==> config.mk <==
export PLATFORM = sky130hd
export DESIGN_NAME = sevenseg_scan_ctrl
export DESIGN_NICKNAME = d
export VERILOG_FILES = /design/src/rtl/sevenseg_pkg.sv /design/src/rtl/sevenseg_glyph_rom.sv /design/src/rtl/sevenseg_scan_ctrl.sv
export SDC_FILE = /design/constraint.sdc
export NUM_CORES = 1
export LEC_CHECK = 0
export BUFFER_PORTS_ARGS = -buffer_cell sky130_fd_sc_hd__buf_2
export CORE_AREA = 10 10 106 108
export CTS_CLUSTER_DIAMETER = 200
export DETAILED_ROUTE_END_ITERATION = 6
export DIE_AREA = 0 0 116 118
export PLACE_DENSITY_LB_ADDON = 0.15
export SYNTH_ARGS = -nofsm -noshare
export SYNTH_HDL_FRONTEND = slang
export SYNTH_SLANG_ARGS = --single-unit
==> constraint.sdc <==
create_clock -name clk -period 1.9 [get_ports clk]
set_clock_uncertainty 0.1 [all_clocks]
set_input_delay 0.095 -clock clk [delete_from_list [all_inputs] [get_ports clk]]
set_output_delay 0.095 -clock clk [all_outputs]
set_load 0.05 [all_outputs]
==> src/rtl/sevenseg_pkg.sv <==
// ---------------------------------------------------------------------------
// sevenseg_pkg
// Shared definitions for the multiplexed seven-segment scanner.
//   - Active-low 7-segment glyphs (bits 6..0 = a,b,c,d,e,f,g) for 0-9, A-F
//   - SEG_BLANK: the all-dark cathode pattern
//   - digit_t: one stored digit (code, decimal point, blank flag)
//   - seg_glyph(): code + dp -> full 8-bit active-low cathode pattern
// ---------------------------------------------------------------------------
package sevenseg_pkg;

  localparam logic [6:0] GLYPH_0   = 7'b0000001;
  localparam logic [6:0] GLYPH_1   = 7'b1001111;
  localparam logic [6:0] GLYPH_2   = 7'b0010010;
  localparam logic [6:0] GLYPH_3   = 7'b0000110;
  localparam logic [6:0] GLYPH_4   = 7'b1001100;
  localparam logic [6:0] GLYPH_5   = 7'b0100100;
  localparam logic [6:0] GLYPH_6   = 7'b0100000;
  localparam logic [6:0] GLYPH_7   = 7'b0001111;
  localparam logic [6:0] GLYPH_8   = 7'b0000000;
  localparam logic [6:0] GLYPH_9   = 7'b0000100;
  localparam logic [6:0] GLYPH_A   = 7'b0001000;
  localparam logic [6:0] GLYPH_B   = 7'b1100000;
  localparam logic [6:0] GLYPH_C   = 7'b0110001;
  localparam logic [6:0] GLYPH_D   = 7'b1000010;
  localparam logic [6:0] GLYPH_E   = 7'b0110000;
  localparam logic [6:0] GLYPH_F   = 7'b0111000;
  localparam logic [6:0] GLYPH_OFF = 7'b1111111;

  localparam logic [7:0] SEG_BLANK = 8'hFF;

  typedef struct packed {
    logic [3:0] code;
    logic       dp;
    logic       blank;
  } digit_t;

  // Digits come out of reset dark: code 0, no decimal point, blanked.
  localparam digit_t DIGIT_RESET = '{code: 4'h0, dp: 1'b0, blank: 1'b1};

  // Maps a 4-bit code to its active-low pattern. Bit 7 is the decimal
  // point, also active low. Letters only render when hex_en is set;
  // otherwise they fall through to an unlit digit (dp still honoured).
  function automatic logic [7:0] seg_glyph(input logic [3:0] code,
                                           input logic       dp,
                                           input logic       hex_en);
    logic [6:0] segs;
    segs = GLYPH_OFF;
    case (code)
      4'h0: segs = GLYPH_0;
      4'h1: segs = GLYPH_1;
      4'h2: segs = GLYPH_2;
      4'h3: segs = GLYPH_3;
      4'h4: segs = GLYPH_4;
      4'h5: segs = GLYPH_5;
      4'h6: segs = GLYPH_6;
      4'h7: segs = GLYPH_7;
      4'h8: segs = GLYPH_8;
      4'h9: segs = GLYPH_9;
      4'hA: segs = hex_en ? GLYPH_A : GLYPH_OFF;
      4'hB: segs = hex_en ? GLYPH_B : GLYPH_OFF;
      4'hC: segs = hex_en ? GLYPH_C : GLYPH_OFF;
      4'hD: segs = hex_en ? GLYPH_D : GLYPH_OFF;
      4'hE: segs = hex_en ? GLYPH_E : GLYPH_OFF;
      default: segs = hex_en ? GLYPH_F : GLYPH_OFF;
    endcase
    return {~dp, segs};
  endfunction

endpackage

==> src/rtl/sevenseg_glyph_rom.sv <==
// ---------------------------------------------------------------------------
// sevenseg_glyph_rom
// Combinational lookup from one stored digit to its cathode pattern.
//   i_code    [3:0] : digit code
//   i_dp            : decimal point on
//   i_blank         : forces the whole digit (including dp) dark
//   o_cathode [7:0] : active-low pattern, bit 7 = dp, bits 6..0 = a..g
// ---------------------------------------------------------------------------
module sevenseg_glyph_rom
  import sevenseg_pkg::*;
#(
  parameter int HEX_EN = 0
) (
  input  logic [3:0] i_code,
  input  logic       i_dp,
  input  logic       i_blank,
  output logic [7:0] o_cathode
);

  // A blanked digit wins over both the code and the decimal point, so a
  // digit can be parked dark without clearing its contents.
  always_comb begin
    o_cathode = SEG_BLANK;
    if (!i_blank) begin
      o_cathode = seg_glyph(i_code, i_dp, (HEX_EN != 0));
    end
  end

endmodule

==> src/rtl/sevenseg_scan_ctrl.sv <==
// ---------------------------------------------------------------------------
// sevenseg_scan_ctrl
// Time-multiplexed driver for NUM_DIGITS common-anode seven-segment digits
// with per-slot brightness (PWM within the slot) and optional hex glyphs.
//   clk, rst          : system clock, synchronous active-high reset
//   wr_en             : write strobe, one digit per cycle
//   wr_digit          : target digit (NUM_DIGITS-1 = leftmost); out-of-range
//                       indices are ignored
//   wr_value/dp/blank : new contents for that digit
//   brightness        : on-phases per slot minus one (all ones = full on),
//                       sampled at each slot boundary
//   anodeOutput       : active-low digit enables
//   cathodeOutput     : active-low segments, bit 7 = dp, bits 6..0 = a..g
//   scan_tick         : one-cycle pulse while the newly selected slot is held
// All outputs are registered.
// ---------------------------------------------------------------------------
module sevenseg_scan_ctrl
  import sevenseg_pkg::*;
#(
  parameter int NUM_DIGITS   = 4,
  parameter int CYCLE_BITS   = 21,
  parameter int DIGIT_PERIOD = 400000,
  parameter int BRIGHT_BITS  = 3,
  parameter int HEX_EN       = 0,
  parameter int IDX_W        = $clog2(NUM_DIGITS)
) (
  input  logic                   clk,
  input  logic                   rst,
  input  logic                   wr_en,
  input  logic [IDX_W-1:0]       wr_digit,
  input  logic [3:0]             wr_value,
  input  logic                   wr_dp,
  input  logic                   wr_blank,
  input  logic [BRIGHT_BITS-1:0] brightness,
  output logic [NUM_DIGITS-1:0]  anodeOutput,
  output logic [7:0]             cathodeOutput,
  output logic                   scan_tick
);

  localparam int                    SUB_PERIOD = DIGIT_PERIOD >> BRIGHT_BITS;
  localparam logic [CYCLE_BITS-1:0] CNT_LAST   = CYCLE_BITS'(DIGIT_PERIOD - 1);
  localparam logic [CYCLE_BITS-1:0] SUB_LAST   = CYCLE_BITS'(SUB_PERIOD - 1);
  localparam logic [IDX_W-1:0]      SLOT_FIRST = IDX_W'(NUM_DIGITS - 1);

  digit_t                 r_store [NUM_DIGITS];
  logic [CYCLE_BITS-1:0]  r_cnt;
  logic [CYCLE_BITS-1:0]  r_subCnt;
  logic [BRIGHT_BITS-1:0] r_phase;
  logic [IDX_W-1:0]       r_slot;
  logic [BRIGHT_BITS-1:0] r_brightQ;
  logic [NUM_DIGITS-1:0]  r_anode;
  logic [7:0]             r_cathode;
  logic                   r_scanTick;

  logic [CYCLE_BITS-1:0]  w_cntNext;
  logic [CYCLE_BITS-1:0]  w_subNext;
  logic [BRIGHT_BITS-1:0] w_phaseNext;
  logic [IDX_W-1:0]       w_slotNext;
  logic                   w_slotWrap;
  digit_t                 w_digit;
  logic [7:0]             w_glyph;
  logic                   w_phaseOn;
  logic [NUM_DIGITS-1:0]  w_anodeSel;

  // Digit store. Each digit compares its own index against wr_digit, so an
  // index beyond the last digit simply matches nothing and is dropped.
  always_ff @(posedge clk) begin
    if (rst) begin
      for (int i = 0; i < NUM_DIGITS; i++) begin
        r_store[i] <= DIGIT_RESET;
      end
    end else if (wr_en) begin
      for (int i = 0; i < NUM_DIGITS; i++) begin
        if (wr_digit == IDX_W'(i)) begin
          r_store[i] <= '{code: wr_value, dp: wr_dp, blank: wr_blank};
        end
      end
    end
  end

  // Next-state logic for the slot counter, the PWM phase and the slot
  // down-counter. The phase is kept by its own sub-counter because the
  // per-phase length need not be a power of two.
  always_comb begin
    w_slotWrap  = (r_cnt == CNT_LAST);
    w_cntNext   = r_cnt + CYCLE_BITS'(1);
    w_subNext   = r_subCnt + CYCLE_BITS'(1);
    w_phaseNext = r_phase;
    w_slotNext  = r_slot;
    if (w_slotWrap) begin
      w_cntNext   = '0;
      w_subNext   = '0;
      w_phaseNext = '0;
      w_slotNext  = (r_slot == '0) ? SLOT_FIRST : (r_slot - IDX_W'(1));
    end else if (r_subCnt == SUB_LAST) begin
      w_subNext   = '0;
      w_phaseNext = r_phase + BRIGHT_BITS'(1);
    end
  end

  // Scan state registers. Brightness is only captured at the slot boundary
  // so a digit never changes intensity partway through its slot.
  always_ff @(posedge clk) begin
    if (rst) begin
      r_cnt      <= '0;
      r_subCnt   <= '0;
      r_phase    <= '0;
      r_slot     <= SLOT_FIRST;
      r_brightQ  <= '1;
      r_scanTick <= 1'b0;
    end else begin
      r_cnt      <= w_cntNext;
      r_subCnt   <= w_subNext;
      r_phase    <= w_phaseNext;
      r_slot     <= w_slotNext;
      r_scanTick <= w_slotWrap;
      if (w_slotWrap) begin
        r_brightQ <= brightness;
      end
    end
  end

  assign w_digit    = r_store[r_slot];
  assign w_phaseOn  = (r_phase <= r_brightQ);
  assign w_anodeSel = ~(NUM_DIGITS'(1) << r_slot);

  sevenseg_glyph_rom #(
    .HEX_EN(HEX_EN)
  ) u_glyphRom (
    .i_code   (w_digit.code),
    .i_dp     (w_digit.dp),
    .i_blank  (w_digit.blank),
    .o_cathode(w_glyph)
  );

  // Output registers. During the off phases both the anode and the
  // cathodes are released so the next digit's pattern cannot ghost.
  always_ff @(posedge clk) begin
    if (rst) begin
      r_anode   <= '1;
      r_cathode <= SEG_BLANK;
    end else begin
      r_anode   <= w_phaseOn ? w_anodeSel : '1;
      r_cathode <= w_phaseOn ? w_glyph : SEG_BLANK;
    end
  end

  assign anodeOutput   = r_anode;
  assign cathodeOutput = r_cathode;
  assign scan_tick     = r_scanTick;

endmodule

==> results.tsv, run 1 <==
metric	value	unit
switching_share	0.2551	
routabilityCongestion	0.8506	
multi_input_area	0.001932	mm^2
peakVddDrop	421.0	uV
grt_pass1_wl	14230	um
wl	8431	um
clk_latency	350	ps
fmax	0.5479	GHz
drive_gt1_frac	0.2474	
port_buffers	26	
cp.arrival	1980	ps
max_cap_violations	0	
period_minus_slack	1825	ps
min_path_type	in2reg	
path_buf_inv	2	
outcome	finished clean	
grt_max_degree	20	
cts.clk_slew.worst_paths	100	ps
yosysWarnings	0	
dieArea	0.01369	mm^2
crit_chain	buf_12 -> mux4_2 -> buf_4 -> nor2b_1 -> nand2_1 -> a21bo_2	
rows	35	
first_pass_iters	4	
drc	0	
critPathSlowestCell	mux4_2	
synth_area	0.004049	mm^2
overflow	0	
setup_viol_count_final	0	
antenna_found_initial	0	
slew_headroom	0.3281	
ys_seq_elements	89	
p_int	2611	uW
placedCellCount	561	
regArea	0.002027	mm^2
syn_avg_cell_area	10.15	um^2
critPathMaxFanout	7	
synthTopCellsByArea	dfxtp_1, edfxtp_1, ha_1, xor2_1, and2_1	
first_global_vias	2995	
wire_per_inst	14.34	um
end_kind	register	
synth_seq_area_share	0.4994	
synth_cell_types	42	
antennaDiodeCount	0	
die_x	116	um
cp_data_required_time	2060	ps
cts_inserted_buffers	9	
synthArstFlopShare	0	
fillers	820	
synth_edf_count	24	
cts_sinks	89	
synthCells	399	
criticalPathCategory	reg2reg	
synth_top_area_frac	0.3214	
vias_per_cell	5.306	
hold_violations	0	
slew_violations	0	
fin_nets	502	
max_stage_delay	590	ps
cts_tree	built	
die_h	118	um
holdWs	80.62	ps
ant_nets	0	
finalCritPeriodShare	0.9606	
post-synth-top-count-cell	dfxtp_1	
cp-start-kind	register	
synth_common_cells	dfxtp_1, nand2_1, edfxtp_1	
fp.coreArea	0.009109	mm^2
cp_top_family	multiplexers	
seqPwrFrac	0.579	
grt_usage	0.1268	
dp_hpwl	6263	um
fin_cells	588	
leakage	0.001880	uW
p_comb_frac	0.092	
p_switching	894.4	uW
synth-main-ff-cell	dfxtp_1	
rsz0062_at_grt	yes	
initial_core_util	0.4445	
syn_to_final_growth	22.44	%
yosys.area.top_type	dfxtp_1	
num_vias	3120	
worst_pin_slew	997.3	ps
drt_iter0_drc	127	
power.density	707.2	mW/mm^2
final_core_util	0.5442	
htreeDepth	3	
synth_fp_nets	429	
clockBufferDepth	2	
io_pins	27	
ctsRootBufferMaster	clkbuf_8	
clockPowerShare	0.329	
[state kept, by name (all words and copies together), names as in the netlist, named ones only]
register       count
r_phase            3
r_brightQ          3
r_subCnt          21
anodeOutput        4
r_store           24
scan_tick          1
r_cnt             21
r_slot             2
cathodeOutput      8
[worst min-delay path, stage by stage]
cell      delay (ps)
buf_2            130
nor3_1           110
nand2b_1          90
[logic make-up (layout without fill, tap and decap cells)]
kind of cell,Yosys count,in the layout,share of synthesized area
flops,89,89,0.4994
compound gates,59,59,0.09920
fa+ha+maj,16,16,0.04944
mux,8,8,0.03832
buf+inv,37,115,0.03708
xor+xnor,24,24,0.05192
simple gates,166,166,0.2247
[cell type report]
type / count / share of cell area
inverters: 17 / 0.01287
flip-flops and latches: 89 / 0.4089
repair buffers: 82 / 0.1262
well taps: 111 / 0.02802
clock inverters: 7 / 0.009339
clock buffers: 9 / 0.02499
multi-input cells: 273 / 0.3897
[what timing repair did]
action / 4_1_cts / 5_1_grt
hold buffers: 10 / 0
resized for setup: 3 / 13
endpoints found under the setup margin: 4 / 7
hold endpoints to repair: 29 / 0
pin swaps: 0 / 1
cloned: 0 / 0
buffers inserted: 0 / 1
[through the flow]
stage               setup TNS [ps]  instance area, um^2  setup WS (ps)  power [uW]
finish                           0                 4957          74.95        3506
global placement                 0                 4631          29.07        2367
floorplan                        0                 4053          12.02        2255
global route                -14.77                 4957         -11.34        3678
detailed placement          -54.49                 4631         -33.11        2372
CTS                              0                 4907          7.495        3546
[power groups by stage]
stage	combinational, uW	sequential (uW)	clock [uW]
after floorplan	132	2120	0
after global placement	290	2080	0
after detailed placement	296	2080	0
after CTS	313	2030	1200
after global routing	351	2040	1290
final	321	2030	1150
[routing by layer]
metal	up-vias	GRT usage	part of all wire
li1	1584	-	-
met1	1475	0.1659	0.47
met5	-	0	0
met2	56	0.2003	0.47
met3	5	0.03619	0.049
met4	0	0.02895	0.0093
[placed cells by master, fill, tap and decap left out, types with 5 or more instances in the layout]
| master | netlist | final |
|---|---|---|
| dfxtp_1 | 65 | 61 |
| buf_4 | 0 | 42 |
| nand2_1 | 26 | 26 |
| buf_2 | 9 | 26 |
| edfxtp_1 | 24 | 24 |
| and2_1 | 23 | 23 |
| nor3_1 | 22 | 22 |
| nor2_1 | 22 | 22 |
| xor2_1 | 18 | 18 |
| inv_1 | 17 | 15 |
| nand4_1 | 15 | 15 |
| nand3_1 | 15 | 15 |
| ha_1 | 16 | 15 |
| o21ai_0 | 14 | 11 |
| o31ai_1 | 11 | 11 |
| or4_1 | 11 | 11 |
| a21oi_1 | 14 | 11 |
| dlygate4sd3_1 | 0 | 10 |
| clkbuf_8 | 0 | 9 |
| mux4_2 | 6 | 6 |
| and4_1 | 6 | 6 |
| xnor2_1 | 6 | 6 |
| or3_1 | 6 | 5 |
[final timing paths]
check | startpoint | endpoint | slack (ps) | cells after the start
max | register | cathodeOutput[2]$_SDFF_PP1_ | 70 | 6
max reg2reg | register | cathodeOutput[2]$_SDFF_PP1_ | 70 | 6
min reg2reg | r_subCnt[0]$_SDFF_PP0_ | r_subCnt[0]$_SDFF_PP0_ | 340 | 1
min | wr_digit[0] | r_store[2][0]$_SDFFCE_PN1P_ | 80 | 3
Note: power is estimated with default switching activity, not from simulation.
==> run 2, diff against run 1 <==
clock period = 1.6 ns   (was 1.9 ns; I/O delays follow)
==> results.tsv, run 2 (synthesis results as in run 1) <==
metric	value	unit	change
r2r-end	r_subCnt[18]$_SDFF_PP0_		was cathodeOutput[2]$_SDFF_PP1_
setup_viol_count_final	56		was 0
finalCritPeriodShare	1.111		was 0.9606
min_path_type	in2reg		unchanged
vias_per_cell	5.379		was 5.306
port_buffers	26		unchanged
outcome	finished with violations		was finished clean
crit_path_start	r_subCnt[13]$_SDFF_PP0_		
r2r-start	r_subCnt[13]$_SDFF_PP0_		
antenna_found_initial	0		unchanged
fp.coreArea	0.009109	mm^2	unchanged
placedCellCount	605		was 561
max_stage_delay	420	ps	was 590 ps
rows	35		unchanged
cp.arrival	1970	ps	was 1980 ps
cp-start-kind	register		unchanged
grt_max_degree	17		was 20
io_pins	27		unchanged
cp.depth	5		was 6
grt_pass1_wl	16890	um	was 14230 um
ctsRootBufferMaster	clkbuf_8		unchanged
top_regs	r_store: 24 flops, r_cnt: 21 flops, r_subCnt: 21 flops		unchanged
violations	setup timing		
clk_latency	370	ps	was 350 ps
peakVddDrop	415.5	uV	was 421.0 uV
place_ws	-244.7	ps	was -33.11 ps
critPathMaxFanout	7		unchanged
fin_nets	565		was 502
dp_hpwl	6737	um	was 6263 um
regMostFlops	r_store		unchanged
critPathSlowestCell	or4_4		was mux4_2
path_buf_inv	1		was 2
fmax	0.5625	GHz	was 0.5479 GHz
cts_sinks	89		unchanged
end_kind	register		unchanged
drt_iter0_drc	198		was 127
largest_reg_flops	24		unchanged
power.total	4332	uW	was 3506 uW
layout_common_cells	buf_4, dfxtp_1, buf_2, edfxtp_1, and2_1		was dfxtp_1, buf_4, nand2_1, buf_2, edfxtp_1
antennaDiodeCount	0		unchanged
period_minus_slack	1778	ps	was 1825 ps
hold_violations	0		unchanged
r2r_cells	5		was 6
criticalPathCategory	reg2reg		unchanged
regArea	0.002061	mm^2	was 0.002027 mm^2
reg2reg_slack	-180	ps	was 70 ps
cp_data_required_time	1790	ps	was 2060 ps
htreeDepth	3		unchanged
power.density	727.2	mW/mm^2	was 707.2 mW/mm^2
first_pass_iters	4		unchanged
rsz0062_at_grt	yes		unchanged
cts.clk_slew.worst_paths	110	ps	was 100 ps
drive_gt1_frac	0.5111		was 0.2474
slew_violations	0		unchanged
syn_to_final_growth	47.13	%	was 22.44%
dieArea	0.01369	mm^2	unchanged
worst_pin_slew	985.5	ps	was 997.3 ps
wire_per_inst	15.51	um	was 14.34 um
multi_input_area	0.002336	mm^2	was 0.001932 mm^2
routabilityCongestion	0.7867		was 0.8506
crit_chain	nand4_1 -> or3_4 -> buf_6 -> or4_4 -> a211oi_2		was buf_12 -> mux4_2 -> buf_4 -> nor2b_1 -> nand2_1 -> a21bo_2
overflow	0		unchanged
num_vias	3502		was 3120
die_x	116	um	unchanged
die_h	118	um	unchanged
fillers	704		was 820
clockBufferDepth	2		unchanged
leakage	0.002288	uW	was 0.001880 uW
fin_cells	651		was 588
setup_slack	-177.6	ps	was 74.95 ps
final_common_cell	buf_4		was dfxtp_1
initial_core_util	0.4445		unchanged
first_global_vias	3573		was 2995
cts_tree	built		unchanged
final.setup.tns	-3443	ps	was 0 ps
grt_usage	0.1510		was 0.1268
wl	10100	um	was 8431 um
drc	0		unchanged
cp_top_family	simple AND/OR/NAND/NOR gates		was multiplexers
ant_nets	0		unchanged
cts_inserted_buffers	9		unchanged
max_cap_violations	0		unchanged
crit_end	r_subCnt[18]$_SDFF_PP0_		was cathodeOutput[2]$_SDFF_PP1_
slew_headroom	0.3361		was 0.3281
run 2: what timing repair did:
action	CTS	global route
setup endpoints to repair	60	63
pin swaps	48	20
cloned	2	0
hold buffers	10	0
resized for setup	84	44
buffers inserted	17	4
hold endpoints to repair	29	0
run 2: metrics by stage:
stage / utilization / hold slack [ps] / cell area [um^2]
after CTS: 0.6380 / 47.87 / 5812
after global routing: 0.6540 / 64.72 / 5957
final: 0.6540 / 64.36 / 5957
after global placement: 0.5514 / 208.9 / 5022
after floorplan: - / 99.14 / 4209
after detailed placement: 0.5514 / 201.2 / 5022
run 2: how the worst min path moves through the flow:
stage	end	slack [ps]	start	cells past startpoint
3_5_place_dp	r_brightQ[1]$_SDFFE_PP1N_	200	brightness[1]	2
5_1_grt	r_store[1][0]$_SDFFCE_PN1P_	60	wr_digit[0]	3
2_1_floorplan	r_brightQ[0]$_SDFFE_PP1N_	100	brightness[0]	1
4_1_cts	r_store[1][0]$_SDFFCE_PN1P_	50	wr_digit[0]	3
3_3_place_gp	r_brightQ[1]$_SDFFE_PP1N_	210	brightness[1]	2
6_report	r_store[1][0]$_SDFFCE_PN1P_	60	wr_digit[0]	3
run 2: metal layers:
metal,share of wire,global-route usage
met1,0.44,0.1847
met5,0,0
met4,0.017,0.05869
met3,0.036,0.02497
met2,0.51,0.2551
run 2: power by group:
| part | switching (uW) | internal (uW) | leakage [uW] |
|---|---|---|---|
| clock | 875 | 576 | 0.0000803 |
| combinational | 258 | 215 | 0.00143 |
| sequential | 26.2 | 2380 | 0.000774 |
| total | 1160 | 3170 | 0.00229 |
run 2: final cells by class:
cell class | instances | share of cell area
repair buffers | 145 | 0.1979
flip-flops and latches | 89 | 0.3459
well taps | 111 | 0.02331
clock buffers | 9 | 0.02079
inverters | 17 | 0.01113
clock inverters | 7 | 0.008822
multi-input cells | 273 | 0.3921
run 2: worst reg2reg max path, delay by kind of cell (launching register included):
kind            cells  cell delay (ps)
simple gates        3              900
flops               1              350
buf+inv             1              140
compound gates      1              200
==> run 3, diff against run 2 <==
ABC_AREA = 1   (was default)
CORE_AREA = 10 10 109 111   (was 10 10 106 108)
DIE_AREA = 0 0 119 121   (was 0 0 116 118)
HOLD_SLACK_MARGIN = 0.02   (was default)
==> results.tsv, run 3 <==
metric	value	unit	change
r2r_cells	7		was 5
wire_per_inst	12.28	um	was 15.51 um
grt_max_degree	22		was 17
cts_sinks	89		unchanged
synth_area	0.004285	mm^2	was 0.004049 mm^2
ys_seq_elements	89		unchanged
whs_path_depth	4		was 3
fin_nets	670		was 565
period_minus_slack	1541	ps	was 1778 ps
cp-start-kind	primary input		was register
hold_violations	0		unchanged
drc	0		unchanged
routabilityCongestion	0.8523		was 0.7867
crit_path_start	rst		was r_subCnt[13]$_SDFF_PP0_
min_path_type	in2reg		unchanged
synthArstFlopShare	0		unchanged
r2r-start	r_subCnt[0]$_SDFF_PP0_		was r_subCnt[13]$_SDFF_PP0_
layout_common_cells	nand2_1, nor2_1, dfxtp_1, inv_1, nand3_1		was buf_4, dfxtp_1, buf_2, edfxtp_1, and2_1
cp_data_required_time	1620	ps	was 1790 ps
reg2reg_slack	80	ps	was -180 ps
drive_gt1_frac	0.1814		was 0.5111
yosysWarnings	0		unchanged
holdWs	37.09	ps	was 64.36 ps
synth_cell_types	35		was 42
syn_avg_cell_area	7.652	um^2	was 10.15 um^2
htreeDepth	3		unchanged
r2r-end	r_subCnt[14]$_SDFF_PP0_		was r_subCnt[18]$_SDFF_PP0_
end_kind	register		unchanged
outcome	finished clean		was finished with violations
first_pass_iters	4		unchanged
final_common_cell	nand2_1		was buf_4
first_global_vias	3592		was 3573
rows	36		was 35
yosys.area.top_type	dfxtp_1		unchanged
grt_pass1_wl	16090	um	was 16890 um
cts_inserted_buffers	9		unchanged
antenna_found_initial	0		unchanged
largest_reg_flops	24		unchanged
drt_iter0_drc	227		was 198
die_h	121	um	was 118 um
leakage	0.002107	uW	was 0.002288 uW
dieArea	0.01440	mm^2	was 0.01369 mm^2
ant_nets	0		unchanged
finalCritPeriodShare	0.9629		was 1.111
synth_top_area_frac	0.3036		was 0.3214
num_vias	3675		was 3502
critPathMaxFanout	4		was 7
criticalPathCategory	in2reg		was reg2reg
ctsRootBufferMaster	clkbuf_8		unchanged
cp.arrival	1560	ps	was 1970 ps
synth_fp_nets	590		was 429
slew_headroom	0.3654		was 0.3361
synth_seq_area_share	0.4718		was 0.4994
design_area	0.005319	mm^2	was 0.005957 mm^2
slew_violations	0		unchanged
rsz0062_at_grt	yes		unchanged
min_from	wr_digit[1]		was wr_digit[0]
cts.clk_slew.worst_paths	100	ps	was 110 ps
top_regs	r_store: 24 flops, r_cnt: 21 flops, r_subCnt: 21 flops		unchanged
io_pins	27		unchanged
antennaDiodeCount	0		unchanged
power.density	848.2	mW/mm^2	was 727.2 mW/mm^2
vias_per_cell	4.724		was 5.379
synth_common_cells	nand2_1, nor2_1, dfxtp_1		was dfxtp_1, nand2_1, edfxtp_1
peakVddDrop	379.6	uV	was 415.5 uV
grt_usage	0.1344		was 0.1510
max_cap_violations	0		unchanged
synthTopCellsByArea	dfxtp_1, edfxtp_1, nand2_1, nor2_1, inv_1		was dfxtp_1, edfxtp_1, ha_1, xor2_1, and2_1
regMostFlops	r_store		unchanged
synthCells	560		was 399
dp_hpwl	6887	um	was 6737 um
overflow	0		unchanged
crit_end	r_store[2][0]$_SDFFCE_PN1P_		was r_subCnt[18]$_SDFF_PP0_
placed_cell_area	0.004821	mm^2	was 0.005022 mm^2
syn_to_final_growth	24.12	%	was 47.13%
fmax	0.6491	GHz	was 0.5625 GHz
synth-main-ff-cell	dfxtp_1		unchanged
final.setup.tns	0	ps	was -3443 ps
die_x	119	um	was 116 um
port_buffers	26		unchanged
worst_pin_slew	943.8	ps	was 985.5 ps
synth_edf_count	24		unchanged
setup_viol_count_final	0		was 56
fp.coreArea	0.009639	mm^2	was 0.009109 mm^2
cts_tree	built		unchanged
clk_latency	360	ps	was 370 ps
clockBufferDepth	2		unchanged
initial_core_util	0.4446		was 0.4445
wl	9551	um	was 10100 um
-- run 3: critical path, cell delays in order --
cell and delay (ps):
dlygate4sd3_1 540, buf_2 170, nor2_1 140, nand2_1 70
dlygate4sd3_1 560
-- run 3: power breakdown --
group	leakage (uW)	switching, uW	total, uW	internal (uW)
clock network	0.000113	850	1750	897
logic	0.00123	221	354	133
registers	0.000764	29.7	2410	2380
total	0.00211	1100	4510	3410
-- run 3: worst min path at each step --
stage / to
CTS: r_store[3][0]$_SDFFCE_PN1P_
detailed placement: r_brightQ[1]$_SDFFE_PP1N_
floorplan: r_brightQ[0]$_SDFFE_PP1N_
global route: r_store[1][0]$_SDFFCE_PN1P_
finish: r_store[3][0]$_SDFFCE_PN1P_
global placement: r_brightQ[1]$_SDFFE_PP1N_
-- run 3: kinds of logic (layout without fill, tap and decap cells) --
family | Yosys count | after routing | synth area share
and+or+nand+nor | 342 | 342 | 0.3378
DFF | 89 | 89 | 0.4718
buffers and inverters | 65 | 150 | 0.06277
AOI/OAI and AO/OA | 25 | 25 | 0.03387
xor gates and xnor gates | 23 | 23 | 0.04701
adders and majority gates | 16 | 16 | 0.04671
-- run 3: routing by layer --
layer | GRT usage | part of all wire
met5 | 0 | 0
met4 | 0.05954 | 0.015
met3 | 0.03025 | 0.035
met2 | 0.2185 | 0.49
met1 | 0.1671 | 0.46
-- run 3: metrics by stage --
stage / util / power (uW) / instances / setup WS, ps
finish: 0.5518 / 4511 / 778 / 59.29
global route: 0.5518 / 4713 / 778 / -11.97
CTS: 0.5391 / 4531 / 776 / 2.129
detailed placement: 0.5001 / 2768 / 746 / -49.60
global placement: 0.5001 / 2764 / 746 / -8.769
floorplan: - / 2661 / 560 / 5.013
-- run 3: cell type report --
cell class	count	area, um^2
Clock buffer	9	123.9
Clock inverter	7	101.3
Fill cell	952	4320
Inverter	57	216.5
Multi-Input combinational cell	406	2101
Sequential cell	89	2033
Tap cell	133	166.4
Timing Repair Buffer	77	576.8
-- run 3: what timing repair did --
item / CTS / global route
gates resized for setup: 3 / 28
hold endpoints to repair: 27 / 0
hold buffers: 14 / 0
endpoints found under the setup margin: 13 / 63
pin swaps: 0 / 5
setup buffers: 0 / 2
